$ cat src/rtl/branch_target_buffer_pkg.sv
// Shared types and helpers for the fetch-stage branch target buffer.
// Supplies BranchOutcome and a default `ADDR_WIDTH for builds that do not
// already provide them.

`ifndef ADDR_WIDTH
`define ADDR_WIDTH 32
`endif

package branch_target_buffer_pkg;

    typedef enum logic {
        NOT_TAKEN = 1'b0,
        TAKEN     = 1'b1
    } BranchOutcome;

    localparam logic [1:0] BTB_CTR_WEAK_TAKEN   = 2'b10;
    localparam logic [1:0] BTB_CTR_STRONG_TAKEN = 2'b11;

    // Widest tag any legal INDEX_BITS can produce; narrower tags are zero-extended.
    localparam int unsigned BTB_TAG_FIELD_BITS = `ADDR_WIDTH - 2;

    typedef struct packed {
        logic                          valid;
        logic [BTB_TAG_FIELD_BITS-1:0] tag;
        logic [`ADDR_WIDTH-1:0]        target;
        logic [1:0]                    counter;
    } btb_entry_t;

    // Two-bit saturating hysteresis step.
    function automatic logic [1:0] sat_update(input logic [1:0] ctr, input BranchOutcome outcome);
        if (outcome == TAKEN) begin
            return (ctr == 2'b11) ? ctr : ctr + 2'd1;
        end
        return (ctr == 2'b00) ? ctr : ctr - 2'd1;
    endfunction

endpackage

$ cat src/rtl/branch_target_buffer_stats.sv
// Free-running lookup and hit counters for the branch target buffer.
// Wrap modulo 2^32; cleared only by reset, never by a BTB flush.

module btb_stats (
    input  logic        clk,
    input  logic        rst_n,
    input  logic        lookup_valid,
    input  logic        hit,
    output logic [31:0] stat_lookups,
    output logic [31:0] stat_hits
);

    logic [31:0] lookups_q;
    logic [31:0] hits_q;

    // Count presented lookups and resulting hits each cycle.
    always_ff @(posedge clk or negedge rst_n) begin
        if (!rst_n) begin
            lookups_q <= '0;
            hits_q    <= '0;
        end else begin
            if (lookup_valid) begin
                lookups_q <= lookups_q + 32'd1;
            end
            if (hit) begin
                hits_q <= hits_q + 32'd1;
            end
        end
    end

    assign stat_lookups = lookups_q;
    assign stat_hits    = hits_q;

endmodule

$ cat src/rtl/branch_target_buffer.sv
// Direct-mapped, tagged branch target buffer for the fetch stage.
// Combinational lookup, registered update from execute, flush clears valids.
// Optional statistics counters are enabled with `define BTB_STATS_EN.

`ifndef ADDR_WIDTH
`define ADDR_WIDTH 32
`endif

module branch_target_buffer
    import branch_target_buffer_pkg::*;
#(
    parameter int unsigned INDEX_BITS = 6,
    parameter int unsigned TAG_BITS   = `ADDR_WIDTH - INDEX_BITS - 2
) (
    input  logic                   clk,
    input  logic                   rst_n,
    input  logic                   i_lookup_valid,
    input  logic [`ADDR_WIDTH-1:0] i_lookup_pc,
    output logic                   o_hit,
    output logic                   o_predict_taken,
    output logic [`ADDR_WIDTH-1:0] o_next_pc,
    input  logic                   i_update_valid,
    input  logic [`ADDR_WIDTH-1:0] i_update_pc,
    input  logic [`ADDR_WIDTH-1:0] i_update_target,
    input  BranchOutcome           i_update_outcome,
    input  logic                   i_update_is_jump,
    input  logic                   i_flush,
    output logic [31:0]            o_stat_lookups,
    output logic [31:0]            o_stat_hits
);

    localparam int unsigned ENTRIES = 1 << INDEX_BITS;

    // Valid bits and counters are reset; tags and targets are plain storage.
    logic [ENTRIES-1:0]     valid_q;
    logic [1:0]             ctr_q    [ENTRIES];
    logic [TAG_BITS-1:0]    tag_q    [ENTRIES];
    logic [`ADDR_WIDTH-1:0] target_q [ENTRIES];

    logic [INDEX_BITS-1:0]         lk_idx;
    logic [TAG_BITS-1:0]           lk_tag;
    logic [BTB_TAG_FIELD_BITS-1:0] lk_tag_ext;
    btb_entry_t                    lk_entry;
    logic                          lk_hit;

    logic [INDEX_BITS-1:0] up_idx;
    logic [TAG_BITS-1:0]   up_tag;
    logic                  up_hit;
    logic                  up_alloc;
    logic                  up_write;

    logic unused_pc_low;

    assign lk_idx = i_lookup_pc[INDEX_BITS+1:2];
    assign lk_tag = i_lookup_pc[`ADDR_WIDTH-1:INDEX_BITS+2];
    assign up_idx = i_update_pc[INDEX_BITS+1:2];
    assign up_tag = i_update_pc[`ADDR_WIDTH-1:INDEX_BITS+2];

    // Byte offset within the word plays no part in mapping.
    assign unused_pc_low = ^{i_lookup_pc[1:0], i_update_pc[1:0]};

    // Assemble the indexed entry for the lookup port.
    always_comb begin
        lk_entry                      = '0;
        lk_entry.valid                = valid_q[lk_idx];
        lk_entry.tag[TAG_BITS-1:0]    = tag_q[lk_idx];
        lk_entry.target               = target_q[lk_idx];
        lk_entry.counter              = ctr_q[lk_idx];
        lk_tag_ext                    = '0;
        lk_tag_ext[TAG_BITS-1:0]      = lk_tag;
    end

    // Zero-latency prediction; a miss or idle fetch falls through to pc+4.
    always_comb begin
        lk_hit          = i_lookup_valid && lk_entry.valid && (lk_entry.tag == lk_tag_ext);
        o_hit           = lk_hit;
        o_predict_taken = lk_hit && lk_entry.counter[1];
        o_next_pc       = o_predict_taken ? lk_entry.target : i_lookup_pc + `ADDR_WIDTH'(4);
    end

    // Classify the incoming update against the currently stored entry.
    always_comb begin
        up_hit   = valid_q[up_idx] && (tag_q[up_idx] == up_tag);
        up_alloc = !up_hit && ((i_update_outcome == TAKEN) || i_update_is_jump);
        up_write = i_update_valid && !i_flush && (up_hit || up_alloc);
    end

    // Valid bits and hysteresis counters; flush wins over a same-cycle update.
    always_ff @(posedge clk or negedge rst_n) begin
        if (!rst_n) begin
            valid_q <= '0;
            for (int unsigned i = 0; i < ENTRIES; i++) begin
                ctr_q[i] <= BTB_CTR_WEAK_TAKEN;
            end
        end else if (i_flush) begin
            valid_q <= '0;
        end else if (i_update_valid) begin
            if (up_hit) begin
                ctr_q[up_idx] <= i_update_is_jump ? BTB_CTR_STRONG_TAKEN
                                                  : sat_update(ctr_q[up_idx], i_update_outcome);
            end else if (up_alloc) begin
                valid_q[up_idx] <= 1'b1;
                ctr_q[up_idx]   <= i_update_is_jump ? BTB_CTR_STRONG_TAKEN : BTB_CTR_WEAK_TAKEN;
            end
        end
    end

    // Tag and target storage; contents behind a cleared valid bit are ignored.
    always_ff @(posedge clk) begin
        if (up_write) begin
            tag_q[up_idx]    <= up_tag;
            target_q[up_idx] <= i_update_target;
        end
    end

`ifdef BTB_STATS_EN
    btb_stats u_stats (
        .clk          (clk),
        .rst_n        (rst_n),
        .lookup_valid (i_lookup_valid),
        .hit          (lk_hit),
        .stat_lookups (o_stat_lookups),
        .stat_hits    (o_stat_hits)
    );
`else
    assign o_stat_lookups = '0;
    assign o_stat_hits    = '0;
`endif

endmodule

$ cat config.mk
export PLATFORM = sky130hd
export DESIGN_NAME = branch_target_buffer
export DESIGN_NICKNAME = d
export VERILOG_FILES = /design/src/rtl/branch_target_buffer_pkg.sv /design/src/rtl/branch_target_buffer_stats.sv /design/src/rtl/branch_target_buffer.sv
export SDC_FILE = /design/constraint.sdc
export NUM_CORES = 2
export LEC_CHECK = 0
export CORE_MARGIN = 2
export CORE_UTILIZATION = 30
export CTS_CLUSTER_DIAMETER = 120
export DETAILED_ROUTE_END_ITERATION = 10
export HOLD_SLACK_MARGIN = 0.05
export SLEW_MARGIN = 10
export SYNTH_ARGS = -nofsm -noshare
export SYNTH_HDL_FRONTEND = slang
export SYNTH_SLANG_ARGS = --single-unit
$ cat constraint.sdc
create_clock -name clk -period 14.9 [get_ports clk]
set_input_delay 2.98 -clock clk [delete_from_list [all_inputs] [get_ports clk]]
set_output_delay 2.98 -clock clk [all_outputs]
set_load 0.03 [all_outputs]
# --- Yosys cells after proc, flatten, opt, wreduce, memory -nomap -nowiden ---
# Memories as Yosys holds them, arrays and structs flattened.
# Cells that the tools add are included.
totals:
  input_bits: 103
  ram_bits: 3584
  out_inout_bits: 98
  memories: 2
  register_bits: 192
  word_cells: 141
op_classes:
  order_cmp: 6
  muxes: 38
  eq_ne: 4
  n_bitwise: 4
  n_reduce_logical: 19
  n_addsub: 3
mem_list:
  columns: ["memory", "depth", "word_bits", "read_ports", "rd_clocked_by_memory_dff", "write_ports", "line_no", "source"]
  rows:
  - ["target_q", 64, 32, 1, 0, 1, "branch_target_buffer.sv:38", "logic [`ADDR_WIDTH-1:0] target_q [ENTRIES];"]
  - ["tag_q", 64, 24, 2, 0, 1, "branch_target_buffer.sv:37", "logic [TAG_BITS-1:0] tag_q [ENTRIES];"]
ops:
  columns: ["op", "n"]
  rows:
  - ["bitwise mux 128 bit", 2]
  - ["two-way mux 128 bit", 2]
  - ["two-way mux 64 bit", 4]
  - ["bitwise OR 64 bit", 1]
  - ["equality test 24 bit", 2]
  - ["adder 32 x 3 -> 32 bit (second input constant)", 1]
  - ["two-way mux 32 bit", 1]
  - ["two-way mux 2 bit", 13]
  - ["binary-select mux 2 bit (select 6 bit)", 2]
  - [">= comparator 7 bit (second input constant)", 2]
  - ["less-than comparator 6 x 7 -> 1 bit (second input constant)", 2]
  - ["NOT 6 -> 7 bit", 2]
  - ["binary-select mux 1 bit (select 6 bit)", 2]
  - ["demux 2 bit (select 6 bit)", 1]
  - ["two-way mux 1 bit", 10]
  - ["logical AND 1 bit", 9]
  - ["less-than comparator 7 x 1 -> 1 bit (second input constant)", 1]
  - ["demux 1 bit (select 6 bit)", 1]
  - [">= comparator 6 x 1 -> 1 bit (second input constant)", 1]
  - ["AND reduction 3 bit", 2]
  - ["nonzero test 2 bit", 3]
  - ["adder 2 x 1 -> 2 bit (second input constant)", 1]
  - ["equality test 2 bit (second input constant)", 1]
  - ["zero test 1 bit", 2]
  - ["other kinds (5)", 6]

# --- Logic depth before layout (Yosys ltp) ---
logic_depth:
  word_depth: 14
  depth_mapped: 19
  depth_no_buf: 11

# --- Worst setup path after synthesis ---
# No wires, ideal clock.
synth_path:
  kind: "input port to output port"
  start: "input port i_lookup_pc[2]"
  end: "output port o_next_pc[22]"
  t_required_ns: 11.920
  path_buffers: 8
  path_slack_ns: 4.869
  t_arrival_ns: 7.051
  stages: 13
  path_cell_list: "buf_2 > buf_4 > buf_4 > buf_2 > buf_2 > buf_2 > clkbuf_1 > clkbuf_1 > mux4_2 > mux4_2 > mux4_2 > nand2_1 > o21ai_0"
synth_via:
  elab_chain_len: 6
  elab_cells_between_ends: 14
  classes_between: "add/sub (1); eq/ne (1); mux (6); bitwise (1); reduce/logical (3); memory (2)"
synth_rtl:
  columns: ["item", "line_no", "source"]
  rows:
  - ["from (decl)", "branch_target_buffer.sv:18", "input logic [`ADDR_WIDTH-1:0] i_lookup_pc,"]
  - ["parallel branches: the longest is 5 deep, another holds memory read (64 x 24 bit)", null, null]
  - ["two-way mux 32 bit *", "branch_target_buffer.sv:78", "o_next_pc = o_predict_taken ? lk_entry.target : i_lookup_pc + `ADDR_WIDTH'(4);"]
  - ["to (decl)", "branch_target_buffer.sv:21", "output logic [`ADDR_WIDTH-1:0] o_next_pc,"]
# Mark *: on every way between the ends. The select of a mux whose other input is x is not followed.

# --- Worst setup path after layout ---
layout_path:
  start: "input port i_lookup_pc[2]"
  end: "output port o_next_pc[31]"
# The elaborated chain is that of the path after synthesis.

==> metrics <==
H-tree Lvls 5; Seq/Total Area, Yosys 70.1%; FF+latch area 0.113 mm^2; synthesized flop and latch total 3776; Slew @ Worst Pin 1.31 ns; Clk pin slew, worst setup/hold paths 0.06 ns; most common cell in the netlist edfxtp_1; status finished, final reports clean; CP endpoint kind primary output; # clock sinks 3776; placed standard-cell area 0.170 mm^2; global-route wire length before repair 761 mm; setup_tns 0 ns; HPWL Detailed 299 mm; crit-path max FO 75; Worst EP required 11.92 ns; post-CTS resize count 0; Max clock buf depth 4; hold slack 0.502 ns; Worst Path Class, Setup input pin to primary output; max cap viols 0; Final Max Slew Viols 0; DR iter-0 viols 15300; Initial Utilization 30.1%; final core occ 34.2%; wire per inst 36.5 um; Hold-fix buffers, CTS 0; mapped cell area 0.160 mm^2; CP Launch Type input pin; Area contributors post-synth edfxtp_1 67%, mux4_2 18%, mux2i_1 2.2%; HP Class flip-flop to flip-flop; core area 0.532 mm^2; Rows 268; Post-Route WL 565 mm; Fill cells 49200; GP Congestion 0.873; endpoints failing hold 0; Multi-input gate area 0.0448 mm^2; die area 0.541 mm^2; port bufs 134; worst-skew pair later-pin latency 1.00 ns; min Tclk post-route 12.69 ns; Top Ports 201; Post-synth EDFFs 3584; antenna violations before repair 49; Final ANT Viol Nets 0; post-layout net count 8159; largest net degree at the start of global routing 145; DR vias 91800; TritonCTS clock tree yes; Synth top cells by count 3584 x edfxtp_1, 1251 x mux4_2, 350 x mux2i_1; Yosys cell types 76; clock skew 0.0775 ns; period utilization 85.2%; layout cells sized above 1 29.3%; Post-synth ARST share 5.08%; cell area after layout 0.182 mm^2; largest area contributor in the netlist edfxtp_1; Peak VDD IR 0.000110 V; Vias/cell 5.94; RSZ-0062 raised after global routing no; average cell area after synthesis 20.3 um^2; TritonRoute pass-1 iters 9; GRT Resource Usage Total 20.2%; Gate Count Post-Synth 7887; area grow syn2layout 13.6%; Num CTS Buffers 388; postcts setup bufs 0; Fmax achieved 0.0788 GHz; Slew HR 12.7%; Setup Viol. Count Final 0; static leakage 57.0 nW; Die Y 735 um; root buffer cell clkbuf_16; Synthesis Warnings 0; Die W 735 um; Power per Cell Area 126 mW/mm^2; post-synth top area share 67.1%; Remaining Overflow, GRT 0; vias in the first global route 89700; Primary FF master, synth edfxtp_1; Arrival @ worst endpoint 9.71 ns; DRC Markers 0
## through the flow
stage / setup WS (ns) / power [mW] / instances
2_1_floorplan: 4.87 / 12.9 / 7950
3_3_place_gp: 2.25 / 13.5 / 14700
3_5_place_dp: 2.33 / 13.5 / 14700
4_1_cts: 2.32 / 23.0 / 15400
5_1_grt: 1.86 / 23.4 / 15400
6_report: 2.21 / 22.9 / 15500
## area by class of cell
cell class	instances	area share, %
Antenna cell	65	0.0893
Clock buffer	482	5.61
Clock inverter	223	1.15
Inverter	79	0.344
Multi-Input combinational cell	3445	24.6
Sequential cell	3776	61.7
Tap cell	7020	4.82
Timing Repair Buffer	365	1.68
## worst max-delay path, stage by stage
cell and delay, ns:
buf_16 0.32, buf_12 0.52, buf_4 0.59, mux4_2 0.60
mux4_2 0.48, mux2i_1 0.18, xnor2_1 0.13, nor4b_1 0.29
a31oi_1 0.26, nor3_1 0.34, nand4_1 0.24, nor4b_4 0.35
buf_4 0.67, nand2_1 0.09, o21ai_1 0.63, clkdlybuf4s50_1 0.86
## kinds of logic (layout without fill, tap and decap cells)
kind of cell	Yosys count	in the layout	synth area share, %
buffers and inverters	729	1149	2.22
adders and majority gates	3	3	0.0203
AOI/OAI and AO/OA	1026	1026	4.64
other	1	129	0.00234
xor gates and xnor gates	87	87	0.475
and+or+nand+nor	464	464	1.35
muxes	1801	1801	21.2
DFF	3776	3776	70.1
## state kept, by name, indices dropped and copies added, names as in the netlist
register / flops
ctr_q: 128
tag_q: 1536
target_q: 2048
valid_q: 64
## path summary, 6_finish.rpt
kind                                         start                    endpoint  slack [ns]  cells past startpoint
min reg2reg                  ctr_q[48]$_DFFE_PN0P_       ctr_q[48]$_DFFE_PN0P_        0.50                      1
max reg2reg                tag_q[19][19]$_DFFE_PP_  target_q[51][19]$_DFFE_PP_        8.44                     12
max in group asynchronous                    rst_n     valid_q[46]$_DFFE_PN0P_       11.19                      2
min                          ctr_q[48]$_DFFE_PN0P_       ctr_q[48]$_DFFE_PN0P_        0.50                      1
max                                 i_lookup_pc[2]               o_next_pc[31]        2.21                     16
min in group asynchronous                    rst_n     valid_q[50]$_DFFE_PN0P_        2.15                      1
## metal layers
layer | vias to the layer above | track usage [%] | wire, um
li1 | 34100 | - | -
met1 | 49300 | 26.5 | 211000
met2 | 6929 | 30.7 | 255000
met3 | 1446 | 5.69 | 66500
met4 | 22 | 10.1 | 32700
met5 | - | 0 | 137
## cells in the final DEF (no fill, tap or decap), drive strengths merged, types with 9 or more instances in the layout
cell and n:
edfxtp 3584, mux4 1251, clkbuf 484, mux2i 350, buf 297, a221oi 200
mux2 200, nor2 182, o21ai 175, clkinv 164, o22ai 131, dfrtp 128
a22oi 127, nand2 122, inv 92, a31oi 82, a221o 76, a21oi 74
clkdlybuf4s50 66, diode 65, conb 64, dfstp 64, o22a 54, xnor2 46
xor2 41, bufinv 33, a22o 27, nand4 26, nand3 25, nor3 23
a211oi 20, nor4 18, nor2b 16, o221ai 15, clkinvlp 13, and3 12
o2bb2ai 9, and2 9
## power by group
group	internal (mW)	switching [mW]	leakage, nW
clock network	5.44	4.17	6.02
registers	11.7	0.0342	34.6
logic	0.589	0.981	16.3
Note: power is estimated with default switching activity, not from simulation.
